`config.mk`:
```
export PLATFORM = sky130hd
export DESIGN_NAME = dpm_qreg
export DESIGN_NICKNAME = d
export VERILOG_FILES = /design/src/rtl/dpm_qreg.sv
export SDC_FILE = /design/constraint.sdc
export NUM_CORES = 1
export LEC_CHECK = 0
export ABC_CLOCK_PERIOD_IN_PS = 1900
export CORE_MARGIN = 5
export CORE_UTILIZATION = 55
export DETAILED_ROUTE_END_ITERATION = 16
export DONT_BUFFER_PORTS = 1
export GPL_TIMING_DRIVEN = 0
export PLACE_DENSITY = 0.71
export SYNTH_ARGS = -nofsm -noshare
export SYNTH_HDL_FRONTEND = slang
export SYNTH_SLANG_ARGS = --single-unit
```
`constraint.sdc`:
```
create_clock -name clk -period 1.9 [get_ports clk]
set_clock_uncertainty 0.05 [all_clocks]
set_input_delay 0.475 -clock clk [delete_from_list [all_inputs] [get_ports clk]]
set_output_delay 0.475 -clock clk [all_outputs]
set_load 0.02 [all_outputs]
```
`src/rtl/dpm_qreg.sv`:
```
// Q register of the DPM datapath: size-aware shift register plus mul/div iteration counter.
// Optional even-parity output q_par_h when DPM_QREG_PARITY_EN is defined.
module dpm_qreg #(
  parameter int unsigned QW  = 32,
  parameter int unsigned LCW = 6
) (
  input  logic           clk,
  input  logic           reset_l,
  input  logic           q_en_h,
  input  logic           q_load_l,
  input  logic           dq_q_shl_l,
  input  logic           dq_q_shr_l,
  input  logic [1:0]     dsize_h,
  input  logic           q_sin_h,
  input  logic [QW-1:0]  wbus_h,
  input  logic           loop_load_h,
  input  logic [LCW-1:0] loop_cnt_h,
  input  logic           loop_dec_h,
  output logic [QW-1:0]  q_h,
  output logic           q_sout_shl_h,
  output logic           q_sout_shr_h,
  output logic           loopf_h
`ifdef DPM_QREG_PARITY_EN
  ,
  output logic           q_par_h
`endif
);

  localparam int unsigned BYTE_W = 8;
  localparam int unsigned WORD_W = 16;

  logic [QW-1:0]  size_mask;
  logic [QW-1:0]  top_bit;
  logic [QW-1:0]  q_shl;
  logic [QW-1:0]  q_shr;
  logic [QW-1:0]  q_next;
  logic [LCW-1:0] count;
  logic [LCW-1:0] count_next;

  // Operand-size window; top_bit marks bit [size-1].
  always_comb begin
    size_mask = '1;
    case (dsize_h)
      2'b00:   size_mask = QW'({BYTE_W{1'b1}});
      2'b01:   size_mask = QW'({WORD_W{1'b1}});
      default: size_mask = '1;
    endcase
    top_bit = size_mask ^ (size_mask >> 1);
  end

  // Shifts only touch bits inside the size window.
  always_comb begin
    q_shl = (q_h & ~size_mask) | (((q_h << 1) | QW'(q_sin_h)) & size_mask);
    q_shr = (q_h & ~size_mask)
          | ((((q_h & size_mask) >> 1) | (q_sin_h ? top_bit : '0)) & size_mask);
  end

  // Q next state: load > shift > hold; both shift lines asserted is a no-op.
  always_comb begin
    q_next = q_h;
    if (q_en_h) begin
      if (!q_load_l) begin
        q_next = wbus_h;
      end else if (!dq_q_shl_l && dq_q_shr_l) begin
        q_next = q_shl;
      end else if (dq_q_shl_l && !dq_q_shr_l) begin
        q_next = q_shr;
      end
    end
  end

  // Iteration counter: load wins over decrement, decrement saturates at zero.
  always_comb begin
    count_next = count;
    if (q_en_h) begin
      if (loop_load_h) begin
        count_next = loop_cnt_h;
      end else if (loop_dec_h && (count != '0)) begin
        count_next = count - LCW'(1);
      end
    end
  end

  // Shift-outs depend only on registered Q and dsize, never on q_sin_h.
  assign q_sout_shl_h = |(q_h & top_bit);
  assign q_sout_shr_h = q_h[0];

  always_ff @(posedge clk or negedge reset_l) begin
    if (!reset_l) begin
      q_h     <= '0;
      count   <= '0;
      loopf_h <= 1'b0;
    end else begin
      q_h     <= q_next;
      count   <= count_next;
      loopf_h <= (count_next != '0);
    end
  end

`ifdef DPM_QREG_PARITY_EN
  always_ff @(posedge clk or negedge reset_l) begin
    if (!reset_l) begin
      q_par_h <= 1'b0;
    end else begin
      q_par_h <= ^q_next;
    end
  end
`endif

endmodule

```
==> results.py, run 1 <==
metrics = {
    "status": {
        "status": "complete, but fails checks",
        "violations": "negative setup slack",
    },
    "place": {
        "place_hpwl_um": 4810,
        "io_buffers": 0,
        "gp_congestion": 0.877,
    },
    "logic_synthesis": {
        "ys_async_sr_fraction_pct": 100,
        "synthesis.area_um2": 2430,
        "yosysWarnings": 0,
        "yosysTopAreaCell": "dfrtp_1",
        "syn_nets": 367,
        "synthTopCellsByArea": "dfrtp_1, nand2_1, a21oi_1",
        "yosysSeqAreaShare_pct": 40.2,
        "synth_cell_types": 43,
        "ys_ff_latch": 39,
        "avgSynthCellArea_um2": 7.68,
        "synth_edf_count": 0,
        "synth-main-ff-cell": "dfrtp_1",
        "syn_inst": 316,
        "synthTopCellsByCount": "nand2_1, dfrtp_1, a21oi_1",
        "yosysTopAreaCellShare_pct": 40.2,
        "synth.most_common_cell": "nand2_1",
    },
    "route": {
        "drt_iter0_markers": 184,
        "drtPass1Iterations": 5,
        "routedWlPerCell_um": 18.0,
        "drc_errors": 0,
        "wl_um": 6890,
        "vias": 2423,
        "vias_per_cell": 6.34,
        "ant_nets": 0,
    },
    "sta": {
        "rsz0062_at_grt": "true",
        "holdWs_ns": 0.271,
        "fmax_mhz": 492,
        "tightest_slew_ns": 0.463,
        "slew_headroom_pct": 69.1,
        "finalCriticalPeriod_ns": 2.03,
        "hold_violations": 0,
        "min_period_over_period_pct": 107,
        "setup_viol_count_final": 1,
        "slew_violations": 0,
        "finalWorstSetupSlack_ns": -0.133,
    },
    "final_layout": {
        "num-nets-final": 380,
        "final.fill_count": 402,
        "diodes": 0,
        "post-route-util_pct": 62.1,
        "areaGrowthSynthToFinish_pct": 10.6,
        "drive_above_1_share_pct": 10.0,
    },
    "worst_setup_path": {
        "r2r_start": "count[1]",
        "crit_path_end_kind": "flip-flop",
        "crit_start": "count[1]",
        "r2r-end": "loopf_h",
        "cp_max_fo": 6,
        "reg2reg_depth": 7,
        "ff2ff_setup_slack_ns": -0.13,
        "cp.required_ns": 2.02,
        "worst-setup-path-type": "reg -> reg",
        "slowest_stage": "or4b_4",
        "slowest_delay_ns": 0.50,
        "critical_path.endpoint": "loopf_h",
        "cp-start-kind": "flip-flop",
        "timing.critical_path.cells": "inv_2 > ha_4 > or4b_4 > a32o_1 > a22o_1 > nor2_2 > nand4bb_1",
        "critPathArrivalTime_ns": 2.15,
    },
    "run": {
        "max_cap_violations": 0,
    },
    "global_route": {
        "grt_usage_pct": 23.1,
        "antenna_found_initial": 0,
        "grt_pass1_wl_um": 11300,
        "overflow": 0,
        "grt_max_degree": 40,
        "grt_pass1_vias": 2282,
    },
    "power_and_ir_drop": {
        "power_density_nw_per_um2": 976,
        "finalPower_mw": 2.62,
        "p_leak_nw": 1.08,
        "vdd_drop_max_uv": 581,
    },
    "floorplanning": {
        "ios": 84,
        "die_h_um": 76.4,
        "initial_core_util_pct": 56.1,
        "core.rowCount": 24,
        "dieArea_um2": 5840,
        "die_w_um": 76.4,
        "core_um2": 4320,
    },
    "clock_network": {
        "clkLatencyLatePin_ns": 0.29,
        "clockBufferDepth": 2,
        "clkTransAtPathRegs_ns": 0.08,
        "cts_tree": "yes",
        "htree_levels": 2,
        "clockRootBuffer": "clkbuf_8",
        "cts_buffers": 5,
        "cts.sinks": 39,
    },
    "worst_hold_path": {
        "worstHoldPathType": "in -> reg",
    },
}
[critical path, delay by kind of cell (launching register included)]
kind                       cells  cell delay [ns]
adders and majority gates      1             0.13
DFF                            1             0.39
buffers and inverters          1             0.08
AOI/OAI and AO/OA              2             0.53
and+or+nand+nor                3             0.72
[placed cells by master (no fill, tap or decap), types with 2 or more instances in the layout]
cell       instances
o21a_1             2
clkbuf_1          19
clkbuf_2           8
nor3_1             2
a221o_1            2
nor2b_1            3
inv_1              2
nand4_1           23
clkbuf_8           7
o22ai_1           23
nor2_1             4
inv_2              3
o211ai_1           2
a21oi_1           37
mux2i_1            3
o21ai_0           31
nand2_1           76
nand2b_1           2
o2111ai_1          2
buf_4              6
o21ai_1            5
dfrtp_1           39
nand3b_1           3
[worst min-delay path by stage]
stage | startpoint | end | slack (ns) | cells past startpoint
finish | wbus_h[15] | q_h[15] | 0.27 | 1
global route | wbus_h[15] | q_h[15] | 0.27 | 1
CTS | wbus_h[15] | q_h[15] | 0.27 | 1
detailed placement | reset_l | q_h[19] | 0.13 | 0
global placement | reset_l | q_h[19] | 0.13 | 0
floorplan | reset_l | count[0] | 0.13 | 0
[state kept, by name (all words and copies together) (netlist names)]
register  cells
loopf_h       1
q_h          32
count         6
[metrics by stage]
stage / instance area (um2) / instances / setup slack (ns) / TNS (ns)
floorplan: 2440 / 316 / -0.0560 / -0.0560
global route: 2680 / 382 / -0.242 / -0.242
CTS: 2680 / 382 / -0.151 / -0.151
finish: 2680 / 382 / -0.133 / -0.133
detailed placement: 2500 / 368 / -0.330 / -5.54
global placement: 2500 / 368 / -0.305 / -5.39
[per-layer routing]
metal | global-route usage [%] | share of wire [%] | vias up
li1 | - | - | 1178
met1 | 30.1 | 42 | 1150
met2 | 37.1 | 47 | 89
met3 | 7.92 | 9.5 | 6
met4 | 5.24 | 0.94 | 0
met5 | 0 | 0 | -
[what timing repair did]
item	CTS	global route
hold buffers	2	0
pin swaps	0	3
gates resized for setup	8	10
cloned	0	0
hold endpoints to repair	39	0
setup endpoints to repair	7	21
buffers inserted	4	1
[power by group]
| part | total (mW) | leakage [nW] | internal [mW] | switching [mW] |
|---|---|---|---|---|
| Combinational | 0.630 | 0.566 | 0.283 | 0.348 |
| Clock | 0.627 | 0.0515 | 0.332 | 0.295 |
| Sequential | 1.36 | 0.463 | 0.981 | 0.382 |
| Total | 2.62 | 1.08 | 1.59 | 1.02 |
[area by class of cell]
class | instances | area, um2 | area share, %
multi-input combinational | 243 | 1340 | 49.8
sequential | 39 | 976 | 36.4
clock buffer | 8 | 100 | 3.73
buffer | 28 | 120 | 4.48
timing repair buffer | 7 | 67.6 | 2.52
inverter | 5 | 18.8 | 0.699
tap | 52 | 65.1 | 2.42
[cells by family (layout without fill, tap and decap cells)]
| group | count (synthesis) | count (layout) | synth area share [%] |
|---|---|---|---|
| flops | 39 | 39 | 40.2 |
| xor+xnor | 1 | 1 | 0.361 |
| buf+inv | 34 | 48 | 5.52 |
| mux | 3 | 3 | 1.24 |
| simple gates | 124 | 124 | 24.8 |
| fa+ha+maj | 2 | 2 | 1.03 |
| compound gates | 113 | 113 | 26.8 |
(Power assumes the default switching activity.)
==> inputs of run 2 (changes only) <==
--- a/config.mk
+++ b/config.mk
@@ -6,12 +6,13 @@
 export NUM_CORES = 1
 export LEC_CHECK = 0
 export ABC_CLOCK_PERIOD_IN_PS = 1900
+export CELL_PAD_IN_SITES_DETAIL_PLACEMENT = 2
+export CELL_PAD_IN_SITES_GLOBAL_PLACEMENT = 2
 export CORE_MARGIN = 5
-export CORE_UTILIZATION = 55
+export CORE_UTILIZATION = 22
 export DETAILED_ROUTE_END_ITERATION = 16
-export DONT_BUFFER_PORTS = 1
 export GPL_TIMING_DRIVEN = 0
-export PLACE_DENSITY = 0.71
+export PLACE_DENSITY = 0.73
 export SYNTH_ARGS = -nofsm -noshare
 export SYNTH_HDL_FRONTEND = slang
 export SYNTH_SLANG_ARGS = --single-unit
==> run 2 against run 1 <==
Effect of this change: the flow still finishes with violations (negative setup slack); highest routed layer unchanged; sequential cell count is the same; design area increased by 41%; maximum frequency decreased by 0.60%; worst hold slack got worse by 0.24 ns; setup slack got worse by 0.012 ns; combinational power rose by 95%; die area grew 130%.
==> results.py, run 2 (synthesis results as in run 1) <==
metrics = {
    "place": {
        "placed_cells": 538,
        "gp_congestion": 0.776,
        "io_buffers": 81,
        "place_hpwl_um": 7420,
    },
    "run": {
        "max_cap_violations": 0,
    },
    "sta": {
        "slew_headroom_pct": 66.0,
        "hold_violations": 0,
        "slew_violations": 0,
        "min_period_over_period_pct": 108,
        "rsz0062_at_grt": "true",
        "finalWorstSetupSlack_ns": -0.145,
        "setup_viol_count_final": 1,
        "fmax_mhz": 489,
        "finalCriticalPeriod_ns": 2.04,
        "tightest_slew_ns": 0.510,
        "holdWs_ns": 0.0293,
        "setup-tns-final_ns": -0.145,
    },
    "route": {
        "vias_per_cell": 5.11,
        "drt_iter0_markers": 61,
        "wl_um": 10200,
        "routedWlPerCell_um": 18.3,
        "ant_nets": 0,
        "vias": 2844,
        "drc_errors": 0,
        "drtPass1Iterations": 4,
    },
    "clock_network": {
        "clkTransAtPathRegs_ns": 0.09,
        "clockBufferDepth": 2,
        "clockRootBuffer": "clkbuf_8",
        "cts_tree": "yes",
        "cts_hold_buf": 0,
        "htree_levels": 2,
        "cts_buffers": 5,
        "cts.sinks": 39,
        "clkLatencyLatePin_ns": 0.30,
    },
    "final_layout": {
        "diodes": 0,
        "largest_reg_flops": 32,
        "drive_above_1_share_pct": 14.4,
        "final.fill_count": 1282,
        "post-route-util_pct": 35.0,
        "multi_input_area_um2": 1370,
        "final_cell_mix": "nand2_1, clkdlybuf4s50_1, dfrtp_1",
        "regArea_um2": 976,
        "areaGrowthSynthToFinish_pct": 56.3,
        "num-nets-final": 468,
        "top_register": "q_h",
        "final_common_cell": "nand2_1",
        "top_regs": "q_h: 32 flops, count: 6 flops, loopf_h: 1 flops",
        "layoutNonFillerInstCount": 557,
    },
    "global_route": {
        "grt_max_degree": 28,
        "grt_pass1_wl_um": 16400,
        "overflow": 0,
        "grt_pass1_vias": 3153,
        "grt_usage_pct": 15.5,
        "antenna_found_initial": 0,
    },
    "status": {
        "violations": "negative setup slack",
        "status": "complete, but fails checks",
    },
    "worst_setup_path": {
        "r2r_start": "count[1]",
        "cp_max_fo": 6,
        "critical_path.endpoint": "loopf_h",
        "reg2reg_depth": 7,
        "crit_path_end_kind": "flip-flop",
        "ff2ff_setup_slack_ns": -0.14,
        "cp-start-kind": "flip-flop",
        "cp.required_ns": 2.03,
        "critPathArrivalTime_ns": 2.17,
        "crit_start": "count[1]",
        "worst-setup-path-type": "reg -> reg",
        "r2r-end": "loopf_h",
    },
    "floorplanning": {
        "core.rowCount": 38,
        "die_h_um": 115,
        "dieArea_um2": 13200,
        "die_w_um": 115,
        "ios": 84,
        "initial_core_util_pct": 22.4,
        "core_um2": 10800,
    },
    "power_and_ir_drop": {
        "vdd_drop_max_uv": 258,
        "power_density_nw_per_um2": 799,
        "finalPower_mw": 3.03,
        "p_leak_nw": 1.73,
    },
    "worst_hold_path": {
        "worstHoldPathType": "in -> async",
    },
}
## run 2: area by class of cell
class / count / share of cell area [%]
Clock buffer: 6 / 2.18
Buffer: 26 / 4.82
Clock inverter: 1 / 0.132
Multi-Input combinational cell: 243 / 36.1
Inverter: 5 / 0.495
Sequential cell: 39 / 25.7
Timing Repair Buffer: 97 / 25.9
Tap cell: 140 / 4.62
## run 2: worst max-delay path: stages (launching register included)
cell	delay, ns
dfrtp_1	0.42
inv_2	0.09
ha_4	0.14
or4b_4	0.50
a32o_1	0.28
a22o_1	0.25
nor2_2	0.09
nand4bb_1	0.10
## run 2: report_power, final
part	internal [mW]	leakage, nW	switching, mW
sequential	0.984	0.463	0.212
clock	0.286	0.0470	0.320
combinational	0.586	1.22	0.641
total	1.86	1.73	1.17
## run 2: worst min path at each step
stage / startpoint / to / slack, ns / depth (start not counted)
5_1_grt: reset_l / q_h[20] / 0.05 / 1
3_3_place_gp: q_h[3] / q_h[3] / 0.48 / 2
6_report: reset_l / count[4] / 0.03 / 1
4_1_cts: reset_l / q_h[20] / 0.04 / 1
3_5_place_dp: reset_l / q_h[20] / 0.36 / 1
2_1_floorplan: reset_l / count[0] / 0.13 / 0
## run 2: through the flow
step / instance area (um2) / setup WS, ns
2_1_floorplan: 2440 / -0.0560
3_3_place_gp: 3420 / -0.885
6_report: 3790 / -0.145
4_1_cts: 3600 / -0.162
3_5_place_dp: 3440 / -0.925
5_1_grt: 3790 / -0.229
## run 2: repair_timing
action	in CTS	in global routing
buffers inserted	4	9
pin swaps	0	2
setup endpoints to repair	49	54
gates cloned	0	2
resized for setup	53	42
hold endpoints to repair	0	0
## run 2: layer usage
| metal | share of wire, % | wire, um | global-route usage [%] | up-vias |
|---|---|---|---|---|
| li1 | - | - | - | 1356 |
| met1 | 45 | 4580 | 20.0 | 1423 |
| met2 | 50 | 5050 | 27.0 | 58 |
| met3 | 4.6 | 468 | 3.21 | 7 |
| met4 | 0.69 | 70 | 2.82 | 0 |
| met5 | 0 | 0 | 0 | - |
==> inputs of run 3 (changes only) <==
--- a/config.mk
+++ b/config.mk
@@ -6,6 +6,7 @@
 export NUM_CORES = 1
 export LEC_CHECK = 0
 export ABC_CLOCK_PERIOD_IN_PS = 1900
+export CAP_MARGIN = 25
 export CELL_PAD_IN_SITES_DETAIL_PLACEMENT = 2
 export CELL_PAD_IN_SITES_GLOBAL_PLACEMENT = 2
 export CORE_MARGIN = 5
==> results of run 3 <==
Final layout, timing and power as in run 2 (identical DEF).
